File: src/rtl/sram_sdp_pipe.sv
// rtl/sram_sdp_pipe.sv - simple dual-port SRAM with write-first bypass, 1/2-cycle read pipe and clear-on-reset
module sram_sdp_pipe #(
  parameter int RAM_WIDTH = 32,
  parameter int RAM_DEPTH = 32,
  parameter int ADDR_WIDTH = (RAM_DEPTH <= 2) ? 1 : $clog2(RAM_DEPTH),
  parameter int READ_LATENCY = 1,
  parameter int INIT_ON_RESET = 1,
  parameter logic [RAM_WIDTH-1:0] INIT_VALUE = '0
) (
  input  logic                  clk,
  input  logic                  rst,
  input  logic                  wea,
  input  logic [ADDR_WIDTH-1:0] addra,
  input  logic [RAM_WIDTH-1:0]  dina,
  input  logic                  reb,
  input  logic [ADDR_WIDTH-1:0] addrb,
  output logic [RAM_WIDTH-1:0]  doutb,
  output logic                  doutb_valid,
  output logic                  init_done
);

  if (READ_LATENCY != 1 && READ_LATENCY != 2) begin : g_bad_latency
    $error("sram_sdp_pipe: READ_LATENCY must be 1 or 2");
  end

  typedef enum logic {INIT, RUN} state_t;
  localparam state_t RST_STATE = (INIT_ON_RESET != 0) ? INIT : RUN;
  localparam logic [ADDR_WIDTH:0] LAST_ADDR = (ADDR_WIDTH+1)'(RAM_DEPTH - 1);
  localparam logic [ADDR_WIDTH:0] DEPTH_W = (ADDR_WIDTH+1)'(RAM_DEPTH);

  logic [RAM_WIDTH-1:0] mem [RAM_DEPTH];

  state_t state, state_next;
  logic [ADDR_WIDTH:0] cnt, cnt_next;
  logic init_we;

  always_ff @(posedge clk) begin
    if (rst) begin
      state <= RST_STATE;
      cnt   <= '0;
    end else begin
      state <= state_next;
      cnt   <= cnt_next;
    end
  end

  always_comb begin
    state_next = state;
    cnt_next   = cnt;
    init_we    = 1'b0;
    if (state == INIT) begin
      init_we  = 1'b1;
      cnt_next = cnt + 1'b1;
      if (cnt == LAST_ADDR) state_next = RUN;
    end
  end

  assign init_done = (state == RUN) && !rst;

  logic wr_ok, rd_ok, rd_in_range, wr_en;
  logic [ADDR_WIDTH-1:0] wr_addr;
  logic [RAM_WIDTH-1:0] wr_data, rd_word;

  assign wr_ok       = init_done && wea && ({1'b0, addra} < DEPTH_W);
  assign rd_ok       = init_done && reb;
  assign rd_in_range = {1'b0, addrb} < DEPTH_W;
  assign wr_en       = init_we || wr_ok;
  assign wr_addr     = init_we ? cnt[ADDR_WIDTH-1:0] : addra;
  assign wr_data     = init_we ? INIT_VALUE : dina;

  always_ff @(posedge clk) begin
    if (!rst && wr_en) mem[wr_addr] <= wr_data;
  end

  // Same-edge write to the read address is bypassed so reads see write-first data
  always_comb begin
    rd_word = '0;
    if (rd_in_range) begin
      if (wr_ok && addra == addrb) rd_word = dina;
      else rd_word = mem[addrb];
    end
  end

  logic s1_valid;
  logic [RAM_WIDTH-1:0] s1_data;

  always_ff @(posedge clk) begin
    if (rst) begin
      s1_valid <= 1'b0;
      s1_data  <= '0;
    end else begin
      s1_valid <= rd_ok;
      if (rd_ok) s1_data <= rd_word;
    end
  end

  if (READ_LATENCY == 2) begin : g_lat2
    logic s2_valid;
    logic [RAM_WIDTH-1:0] s2_data;

    always_ff @(posedge clk) begin
      if (rst) begin
        s2_valid <= 1'b0;
        s2_data  <= '0;
      end else begin
        s2_valid <= s1_valid;
        if (s1_valid) s2_data <= s1_data;
      end
    end

    assign doutb       = s2_data;
    assign doutb_valid = s2_valid;
  end else begin : g_lat1
    assign doutb       = s1_data;
    assign doutb_valid = s1_valid;
  end

endmodule

File: config.mk
export PLATFORM = sky130hd
export DESIGN_NAME = sram_sdp_pipe
export DESIGN_NICKNAME = d
export VERILOG_FILES = /design/src/rtl/sram_sdp_pipe.sv
export SDC_FILE = /design/constraint.sdc
export NUM_CORES = 1
export LEC_CHECK = 0
export CAP_MARGIN = 20
export CORE_MARGIN = 3
export CORE_UTILIZATION = 65
export CTS_CLUSTER_DIAMETER = 150
export DETAILED_ROUTE_END_ITERATION = 8
export GPL_TIMING_DRIVEN = 0
export MAX_ROUTING_LAYER = met4
export PLACE_DENSITY_LB_ADDON = 0.15
export SLEW_MARGIN = 20
export SYNTH_ARGS = -nofsm -noshare
export SYNTH_HDL_FRONTEND = slang
export SYNTH_SLANG_ARGS = --single-unit
File: constraint.sdc
create_clock -name clk -period 6.8 [get_ports clk]
set_input_delay 1.7 -clock clk [delete_from_list [all_inputs] [get_ports clk]]
set_output_delay 1.7 -clock clk [all_outputs]
set_load 0.005 [all_outputs]
# Word level (Yosys, flattened, before mapping)

Memories as Yosys holds them, arrays and structs flattened. A register that Yosys moved wholly into a read port is not among the register bits.
Index checks and enable logic that the tools add are counted.

Add/subtract/negate cells: 1
Equality and inequality tests: 1
Divide/modulo/power cells: 0
Bitwise operators: 0
Muxes and demuxes: 7
$mul: 0
Reduce and logical (&&, ||, !) cells: 6
Shifts and indexed selects: 0
Order comparisons: 0

Operators by type and width:

| kind                                                | number |
|---|---|
| 2-to-1 mux 32 bit                                   | 1 |
| adder 6 x 1 -> 6 bit, second input constant         | 1 |
| equality test 6 x 5 -> 1 bit, second input constant | 1 |
| 2-to-1 mux 1 bit                                    | 5 |
| 2-to-1 mux 5 bit                                    | 1 |
| logical AND 1 bit                                   | 4 |
| zero test 1 bit                                     | 1 |
| logical OR 1 bit                                    | 1 |

Bits in latches: 0
Memory bits (writable): 1024
Output and inout bits: 34
Bits in registers: 8
Memory bits (read-only): 0
Bits of input ports: 46
Memories kept: 1
Logic and storage cells: 19

Memory list:

| name | depth | bits a word | rd ports | clocked after Yosys merged registers in | write ports | RTL line | text |
|---|---|---|---|---|---|---|---|
| mem  | 32    | 32          | 1        | 1                                       | 1           | 31       | `logic [RAM_WIDTH-1:0] mem [RAM_DEPTH];` |

# Logic depth before layout (Yosys ltp)

Depth after elaboration: 7
Depth in mapped cells: 9
Gate-level depth less buffers: 5

# Least setup slack after synthesis

No wires, ideal clock.

Path type: input to register
Start point: in rst
End point: mem mem[0][0], enable pin
Path buffers: 1
Required time: 6379 ps
Library setup time: 421 ps
Path slack: 2787 ps
Stages on the path: 4
Data arrival time: 3592 ps
Cell sequence: clkbuf_1 nor2b_1 nand2_1 nor2_1

Cells in the longest elaborated chain, start to end: 7

Ends and longest elaborated chain:

| item                                       | RTL line | text |
|---|---|---|
| start: declaration                         | 11       | `input logic rst,` |
| zero test 1 bit (*)                        | 58, 72   |  |
| logical AND 1 bit                          | 58       | `assign init_done = (state == RUN) && !rst;` |
| logical AND 1 bit                          | 64       | `assign wr_ok = init_done && wea && ({1'b0, addra} < DEPTH_W);` |
| logical OR 1 bit                           | 67       | `assign wr_en = init_we \|\| wr_ok;` |
| logical AND 1 bit (*)                      | 72       | `if (!rst && wr_en) mem[wr_addr] <= wr_data;` |
| 2-to-1 mux 1 bit (*)                       | 72       |  |
| 2-to-1 mux 1 bit (implied by the code) (*) | 72       |  |
| end: declaration                           | 31       |  |

Mark *: on every way between the ends. The rest lies on a longest branch, timed or not.

==> impl_metrics.tcl <==
set metrics [dict create \
    nFillCells 3184 \
    drt_wl_total_mm 111 \
    syn-cell-area_mm2 0.0408 \
    first_global_vias 22700 \
    syn_to_final_growth_pct 16.6 \
    synth_area_leaders "edfxtp_1 75%, mux4_2 13%, dfxtp_1 2.0%" \
    fin_crit_ns 4.79 \
    finalMaxSlewViolations 0 \
    p_leak_nw 14.9 \
    dp_slack_ns 1.52 \
    synthCells 1903 \
    ys_seq_elements 1064 \
    synth_top_cell_by_area "edfxtp_1" \
    cts_resized 0 \
    fin_crit_sh_pct 70.4 \
    cap_violations 0 \
    cts_sinks 1064 \
    clock.fmax_mhz 209 \
    wl_per_cell_um 36.3 \
    worstSetupStartpointType "input port" \
    min_path_type "register to register" \
    final_nets 2188 \
    cts_made_buffers 102 \
    drt_pre_antenna_iters 8 \
    powerDensity_mw_per_mm2 279 \
    ctsRootBufferMaster "clkbuf_16" \
    slew_headroom_pct 21.0 \
    ir_worst_vdd_mv 0.231 \
    gr-total-overflow 0 \
    ant_nets 0 \
    dieArea_mm2 0.0658 \
    ctsHoldBuffers 0 \
    fp-row-count 91 \
    arrival_ns 5.32 \
    antenna_found_initial 2 \
    seq_area_frac_synth_pct 77.3 \
    synth_top_area_share_pct 75.4 \
    syn-num-nets 1950 \
    clock_latency_ns 0.68 \
    crit_fanout 10 \
    vias 22000 \
    clk_pin_slew_ns 0.06 \
    crit_type "input port to register" \
    grt_max_degree 33 \
    hold_viol_final 0 \
    drcViolationCount 0 \
    io_pins 80 \
    synthArstFlopShare_pct 0 \
    cts_tree "built" \
    grtUsageTotal_pct 35.8 \
    clock_path_buffers 3 \
    ys.flop_type "edfxtp_1" \
    cts-htree-levels 3 \
    core-area_mm2 0.0619 \
    io_buffers 78 \
    die_h_um 257 \
    required_ns 7.33 \
    start_util_pct 65.9 \
    synth_area_per_cell_um2 21.4 \
    drtIter0Drc 3512 \
    drive_gt1_share_pct 25.6 \
    final_core_util_pct 76.8 \
    synth_warnings 0 \
    end_kind "register" \
    tightest_slew_ns 1.18 \
    post_cts_buffers 0 \
    grt_pass1_wl_mm 160 \
    fin_skew_ns 0.0348 \
    synth_edf_count 1024 \
    setup_slack_ns 2.01 \
    setup_viol 0 \
    run_status "finished clean" \
    synth_cell_types 45 \
    place.gp.congestion 0.837 \
    vias_per_cell 7.18 \
    mostFrequentLayoutCells "1024 x edfxtp_1, 237 x mux4_2, 103 x clkbuf_16, 89 x nand2_1, 78 x clkdlybuf4s50_1" \
    layout_commonest_cell "edfxtp_1" \
    dp_hpwl_mm 70.1 \
    die-width_um 257 \
    rsz0062_at_grt "no" \
]
-- Yosys cell counts (2+ instances only) --
cell	number
a22oi_1	75
and2_1	4
buf_6	10
xnor2_1	5
o21ai_1	5
edfxtp_1	1024
xor2_1	4
or3b_1	4
nor2b_1	9
mux2i_4	2
o221ai_1	2
nand3b_1	2
o32ai_1	4
buf_1	15
a22o_1	16
nor2_1	57
clkbuf_1	40
o221ai_2	30
mux2i_1	50
buf_2	30
inv_1	36
mux4_2	237
o22ai_1	24
nand2_1	89
a21oi_1	3
a221oi_1	16
and3_1	17
nor3_1	2
and4_1	5
or3_1	3
buf_4	12
nand3_1	19
dfxtp_1	40
-- logic make-up (layout without fill, tap and decap cells) --
family / Yosys count / after routing / synth area share, %
compound gates: 178 / 178 / 3.82
xor+xnor: 9 / 9 / 0.193
fa+ha+maj: 1 / 1 / 0.0307
buf+inv: 143 / 467 / 1.70
flops: 1064 / 1064 / 77.3
mux: 290 / 290 / 14.4
other cells: 0 / 2 / 0
simple gates: 218 / 218 / 2.47
-- power by group --
group	switching, W	internal, W
Clock	0.00245	0.00312
Sequential	0.0000116	0.00712
Combinational	0.000339	0.000243
-- sequential cells by signal, summed over array words and instances, names as in the netlist --
register / flops
mem: 1024
state: 1
doutb: 32
cnt: 6
doutb_valid: 1
-- layer usage --
layer	up-vias	GRT usage (%)	share of wire, %
li1	8448	-	-
met5	-	-	0
met3	369	9.13	13
met2	1866	52.7	47
met1	11300	48.5	35
met4	0	16.1	4.9
-- critical path: stages --
cell	delay (ns)
clkdlybuf4s50_1	0.65
clkbuf_1	0.47
clkbuf_1	0.93
mux4_2	0.43
a221oi_1	0.69
and3_1	0.33
o221ai_2	0.11
-- area by class of cell --
class	instances	area (um^2)	area share [%]
Clock inverter	67	607	1.28
Timing Repair Buffer	134	2200	4.63
Sequential cell	1064	31600	66.3
Clock buffer	123	2660	5.60
Buffer	107	563	1.18
Antenna cell	2	5.00	0.0105
Multi-Input combinational cell	696	8790	18.5
Inverter	36	135	0.284
Tap cell	837	1050	2.20
-- final timing paths --
path                            depth (start not counted)              startpoint  slack, ns                endpoint
worst min register to register                          2  doutb[23]$_SDFFE_PP0P_       0.47  doutb[23]$_SDFFE_PP0P_
worst min-delay path                                    2  doutb[23]$_SDFFE_PP0P_       0.47  doutb[23]$_SDFFE_PP0P_
worst max register to register                          5        state$_SDFF_PP0_       3.47    mem[7][25]$_DFFE_PP_
worst max-delay path                                    7                addrb[2]       2.01   doutb[2]$_SDFFE_PP0P_
-- metrics by stage --
step | total power, W | hold slack [ns] | setup TNS, ns | std cells | instance area (um^2)
CTS | 0.0133 | 0.472 | 0 | 3064 | 47600
floorplan | 0.00761 | 0.457 | 0 | 1903 | 40800
detailed placement | 0.00784 | 0.455 | 0 | 2874 | 44300
global placement | 0.00780 | 0.449 | -7.02 | 2818 | 42600
global route | 0.0136 | 0.498 | 0 | 3065 | 47600
finish | 0.0133 | 0.471 | 0 | 3066 | 47600
No activity file was read; power rests on OpenSTA's default activity.
